## src/rtl/ams_dac_pkg.sv

```systemverilog
// Shared types and defaults for the 1-bit sigma-delta DAC.
package ams_dac_pkg;

  localparam int DATA_W_DEF     = 8;
  localparam int FIFO_DEPTH_DEF = 4;
  localparam int PERIOD_W_DEF   = 16;

  typedef enum logic {
    IDLE = 1'b0,
    RUN  = 1'b1
  } state_e;

  // Occupancy counter width: must represent 0..depth inclusive.
  function automatic int lvl_w(input int depth);
    return $clog2(depth + 1);
  endfunction

endpackage

```

## src/rtl/ams_dac_fifo.sv

```systemverilog
// Small synchronous FIFO, no write-to-read bypass. Pointers carry one
// extra wrap bit so occupancy is a plain subtraction.
module ams_dac_fifo
  import ams_dac_pkg::*;
#(
  parameter int DATA_W = DATA_W_DEF,
  parameter int DEPTH  = FIFO_DEPTH_DEF,
  parameter int LVL_W  = lvl_w(DEPTH)
) (
  input  logic              clk_i,
  input  logic              rst_i,
  input  logic              push_i,
  input  logic [DATA_W-1:0] data_i,
  input  logic              pop_i,
  output logic [DATA_W-1:0] data_o,
  output logic              full_o,
  output logic              empty_o,
  output logic [LVL_W-1:0]  level_o
);

  localparam int AW = $clog2(DEPTH);

  logic [DATA_W-1:0] mem_q [DEPTH];
  logic [AW:0]       wr_q, rd_q;
  logic [AW:0]       level;
  logic              do_push, do_pop;

  assign level   = wr_q - rd_q;
  assign full_o  = (level == (AW+1)'(DEPTH));
  assign empty_o = (level == '0);
  assign level_o = LVL_W'(level);
  assign data_o  = mem_q[rd_q[AW-1:0]];

  assign do_push = push_i && !full_o;
  assign do_pop  = pop_i && !empty_o;

  // Pointer update; reset empties the queue without touching storage.
  always_ff @(posedge clk_i) begin
    if (rst_i) begin
      wr_q <= '0;
      rd_q <= '0;
    end else begin
      if (do_push) wr_q <= wr_q + 1'b1;
      if (do_pop)  rd_q <= rd_q + 1'b1;
    end
  end

  // Sample storage.
  always_ff @(posedge clk_i) begin
    if (do_push) mem_q[wr_q[AW-1:0]] <= data_i;
  end

endmodule

```

## src/rtl/ams_dac_1b.sv

```systemverilog
// First-order sigma-delta PDM DAC fed from a sample FIFO at a
// programmable sample period.
module ams_dac_1b
  import ams_dac_pkg::*;
#(
  parameter int DATA_W     = DATA_W_DEF,
  parameter int FIFO_DEPTH = FIFO_DEPTH_DEF,
  parameter int PERIOD_W   = PERIOD_W_DEF
) (
  input  logic                           clk_i,
  input  logic                           rst_i,
  input  logic                           en_i,
  input  logic [PERIOD_W-1:0]            period_i,
  input  logic [DATA_W-1:0]              sample_i,
  input  logic                           sample_valid_i,
  output logic                           sample_ready_o,
  output logic [lvl_w(FIFO_DEPTH)-1:0]   level_o,
  input  logic                           underrun_clr_i,
  output logic                           underrun_o,
  output logic                           dac_o
);

  state_e              state_q, state_d;
  logic [DATA_W-1:0]   acc_q, acc_d;
  logic [DATA_W-1:0]   cur_q, cur_d;
  logic [PERIOD_W-1:0] cnt_q, cnt_d;
  logic                dac_q, dac_d;
  logic                und_q, und_d;
  logic                und_set;
  logic [DATA_W:0]     sum;

  logic                pop, full, empty;
  logic [DATA_W-1:0]   head;

  ams_dac_fifo #(.DATA_W(DATA_W), .DEPTH(FIFO_DEPTH)) u_fifo (
    .clk_i   (clk_i),
    .rst_i   (rst_i),
    .push_i  (sample_valid_i),
    .data_i  (sample_i),
    .pop_i   (pop),
    .data_o  (head),
    .full_o  (full),
    .empty_o (empty),
    .level_o (level_o)
  );

  assign sample_ready_o = !full;
  assign underrun_o     = und_q;
  assign dac_o          = dac_q;
  assign sum            = {1'b0, acc_q} + {1'b0, cur_q};

  // Next-state: IDLE waits for data, RUN modulates and strobes every
  // period_i+1 cycles. Compare uses >= so a shrinking period never stalls.
  always_comb begin
    state_d = state_q;
    acc_d   = acc_q;
    cur_d   = cur_q;
    cnt_d   = cnt_q;
    dac_d   = dac_q;
    pop     = 1'b0;
    und_set = 1'b0;
    case (state_q)
      IDLE: begin
        acc_d = '0;
        dac_d = 1'b0;
        cnt_d = '0;
        if (en_i && !empty) begin
          pop     = 1'b1;
          cur_d   = head;
          state_d = RUN;
        end
      end
      RUN: begin
        if (!en_i) begin
          state_d = IDLE;
          acc_d   = '0;
          dac_d   = 1'b0;
          cnt_d   = '0;
        end else begin
          acc_d = sum[DATA_W-1:0];
          dac_d = sum[DATA_W];
          if (cnt_q >= period_i) begin
            cnt_d = '0;
            if (!empty) begin
              pop   = 1'b1;
              cur_d = head;
            end else begin
              und_set = 1'b1;
            end
          end else begin
            cnt_d = cnt_q + 1'b1;
          end
        end
      end
      default: state_d = IDLE;
    endcase
    // A fresh underrun outranks a clear in the same cycle.
    und_d = und_set | (und_q & ~underrun_clr_i);
  end

  // State registers with synchronous reset.
  always_ff @(posedge clk_i) begin
    if (rst_i) begin
      state_q <= IDLE;
      acc_q   <= '0;
      cur_q   <= '0;
      cnt_q   <= '0;
      dac_q   <= 1'b0;
      und_q   <= 1'b0;
    end else begin
      state_q <= state_d;
      acc_q   <= acc_d;
      cur_q   <= cur_d;
      cnt_q   <= cnt_d;
      dac_q   <= dac_d;
      und_q   <= und_d;
    end
  end

endmodule

```

## config.mk

```make
export PLATFORM = sky130hd
export DESIGN_NAME = ams_dac_1b
export DESIGN_NICKNAME = d
export VERILOG_FILES = /design/src/rtl/ams_dac_pkg.sv /design/src/rtl/ams_dac_fifo.sv /design/src/rtl/ams_dac_1b.sv
export SDC_FILE = /design/constraint.sdc
export NUM_CORES = 1
export LEC_CHECK = 0
export CORE_UTILIZATION = 61
export DETAILED_ROUTE_END_ITERATION = 6
export PLACE_DENSITY = 0.89
export RECOVER_POWER = 100
export REMOVE_ABC_BUFFERS = 1
export SYNTH_ARGS = -nofsm -noshare
export SYNTH_HDL_FRONTEND = slang
export SYNTH_SLANG_ARGS = --single-unit
```

## constraint.sdc

```tcl
create_clock -name clk_i -period 6.33 [get_ports clk_i]
set_clock_uncertainty 0.15 [all_clocks]
set_input_delay 1.266 -clock clk_i [delete_from_list [all_inputs] [get_ports clk_i]]
set_output_delay 1.266 -clock clk_i [all_outputs]
set_load 0.05 [all_outputs]
```

==> impl_metrics.yaml <==
timing:
  finalCritPeriodShare_pct: 69.2
  tns_ns: 0
  worstMarginPinSlew_ns: 1.15
  finalSetupViolCount: 0
  rsz0062_at_grt: "no"
  fmax_mhz: 228
  slew_viol_final: 0
  hold_violations: 0
  min_period_ns: 4.38
  relSlewSlack_pct: 22.6
power_and_ir_drop:
  total_power_uw: 1390
  power_density_nw_per_um2: 336
  clock_power_share_pct: 29.1
  internal_power_uw: 943
  swShare_pct: 32.2
  ir_worst_vdd_mv: 0.264
  p_leak_uw: 0.00160
  pwr-share-comb_pct: 26.5
  p_seq_share_pct: 44.4
  power_switching_uw: 447
yosys:
  postSynthCellCount: 326
  synth-seq-area-share_pct: 51.1
  synth_top_area_share_pct: 27.0
  ys_warn_count: 0
  synthTopCellsByArea: "edfxtp_1 27%, dfxtp_1 24%, ha_1 11%, mux4_2 5.1%, nor2_1 3.6%"
  ys_seq_elements: 75
  yosysTopAreaCell: "edfxtp_1"
  ys_types: 42
  syn_area_um2: 3560
  avgSynthCellArea_um2: 10.9
routing:
  wire_per_inst_um: 14.9
  vias_per_cell: 5.52
  ant_nets: 0
  drt_iter0_markers: 118
  drc_errors: 0
  vias: 2413
  wirelength_mm: 6.52
  drtPass1Iterations: 4
placed_design:
  hpwl_mm: 4.63
  portBuffers: 34
  gp_congestion: 0.789
  dpl_cell_area_um2: 3940
floorplanning:
  die_y_um: 78.4
  die_area_um2: 6150
  core_region_area_um2: 5570
  fp.dieW_um: 78.4
  io_pins: 35
  row_count: 27
  start_util_pct: 63.9
clock_tree:
  cts_hold_buf: 0
  post_cts_buffers: 0
  h-tree-depth: 3
  clock_latency_ns: 0.36
  clock_sinks: 75
  cts_buffer_depth: 2
  tritoncts: "built"
  cts_made_buffers: 9
  cts.repair.resized: 0
  clkSlewWorstSetupHoldPaths_ns: 0.08
  root_buffer: "clkbuf_8"
global_route:
  grt_max_degree: 19
  grt_use_total_pct: 23.2
  grt_pass1_vias: 2446
  gr-max-usage-layer: "met2"
  grt_overflow: 0
  met3_usage_pct: 6.98
  use_met2_pct: 39.3
  antenna_found_initial: 0
  met1_usage_pct: 26.9
  grt_pass1_wl_mm: 10.7
flow_run:
  drv_cap: 0
worst_setup_path:
  crit_path_end_kind: "primary output"
  required_ns: 4.91
  crit_fanout: 5
  cp-start-kind: "register"
  cp.arrival_ns: 2.97
  r2r_slack_ns: 3.16
  critPathKind: "reg2out"
cells_and_area:
  final_nets: 422
  final_common_cell: "dfxtp_1"
  stdcell_area_um2: 4140
  layout-drive-gt1-share_pct: 6.58
  syn2layout_area_growth_pct: 16.0
  multi_input_area_um2: 1550
  antenna_cells: 0
  nFillCells: 369
  ff_latch_area_um2: 1820
  layout_common_cells: "43 x dfxtp_1, 34 x nor2_1, 32 x edfxtp_1, 31 x ha_1, 30 x inv_1"
hold_path:
  min_path_type: "reg2reg"
outcome:
  status: "finished clean"
per-stage QoR:
stage          setup slack [ns]  util (%)  hold WS, ns  std cells
2_1_floorplan              2.56         -        0.287        315
3_3_place_gp               2.42      70.7        0.313        421
3_5_place_dp               2.35      70.7        0.326        421
4_1_cts                    2.10      74.5        0.341        437
5_1_grt                    1.82      74.2        0.368        437
6_report                   1.95      74.2        0.342        437
sequential cells by signal, summed over array words and instances (netlist names), named ones only:
| name | count |
|---|---|
| u_fifo.wr_q | 3 |
| dac_o | 1 |
| cur_q | 8 |
| u_fifo.rd_q | 3 |
| u_fifo.mem_q | 32 |
| state_q | 1 |
| cnt_q | 16 |
| acc_q | 8 |
| underrun_o | 1 |
worst paths after layout:
kind | from | end | cells after the start
worst max-delay path | u_fifo.wr_q[0] | level_o[2] | 6
worst min-delay path | cur_q[0] | cur_q[0] | 2
worst max register to register | u_fifo.wr_q[0] | u_fifo.wr_q[2] | 9
worst min register to register | cur_q[0] | cur_q[0] | 2
per-layer routing:
| metal | up-vias | part of all wire (%) |
|---|---|---|
| met4 | 0 | 1.3 |
| li1 | 1211 | - |
| met2 | 53 | 51 |
| met1 | 1141 | 43 |
| met3 | 8 | 4.8 |
| met5 | - | 0 |
cell type report:
type	count	area share, %
Sequential cell	75	44.1
Clock buffer	11	3.18
Inverter	30	2.72
Tap cell	72	2.18
Clock inverter	5	2.06
Multi-Input combinational cell	210	37.6
Timing Repair Buffer	34	8.23
power groups by stage:
stage          Clock, µW  Combinational, µW  Sequential, µW
2_1_floorplan          0                276             613
3_3_place_gp           0                367             624
3_5_place_dp           0                381             628
4_1_cts              410                382             617
5_1_grt              427                406             625
6_report             405                368             617
critical path: stages, from the launching register on:
cell	delay, ns
dfxtp_1	0.41
inv_1	0.11
ha_1	0.20
fa_1	0.38
xnor2_1	0.15
xnor2_1	0.42
dlygate4sd3_1	0.94
cell usage after synthesis:
| library cell | count |
|---|---|
| o41ai_1 | 1 |
| clkbuf_1 | 5 |
| xnor2_1 | 9 |
| o21a_1 | 2 |
| a21o_1 | 1 |
| o211a_1 | 1 |
| a21oi_2 | 1 |
| a21oi_1 | 24 |
| buf_4 | 1 |
| nand4_1 | 6 |
| nand2b_1 | 3 |
| o21ai_1 | 4 |
| and3_1 | 4 |
| a31oi_2 | 1 |
| buf_2 | 2 |
| or2_2 | 1 |
| a211oi_1 | 2 |
| inv_1 | 30 |
| nand3_1 | 18 |
| a2111oi_2 | 1 |
| dfxtp_1 | 43 |
| or3_1 | 1 |
| o21ai_0 | 15 |
| ha_1 | 31 |
| xor2_1 | 11 |
| edfxtp_1 | 32 |
| or2_1 | 1 |
| nor2_1 | 34 |
| o211ai_1 | 2 |
| buf_1 | 2 |
| nand2_1 | 10 |
| xnor2_2 | 1 |
| and2_1 | 4 |
| nor3_1 | 4 |
| a211o_1 | 1 |
| a31o_2 | 1 |
| nor2b_1 | 3 |
| mux4_2 | 8 |
| buf_6 | 1 |
| fa_1 | 2 |
| nand3b_1 | 1 |
| nor3b_1 | 1 |
logic make-up after synthesis:
kind of cell    synth area share (%)
buf+inv                         4.71
simple gates                    12.2
compound gates                  9.55
xor+xnor                        5.37
fa+ha+maj                       12.0
mux                             5.06
flops                           51.1
No activity file was read; power rests on OpenSTA's default activity.
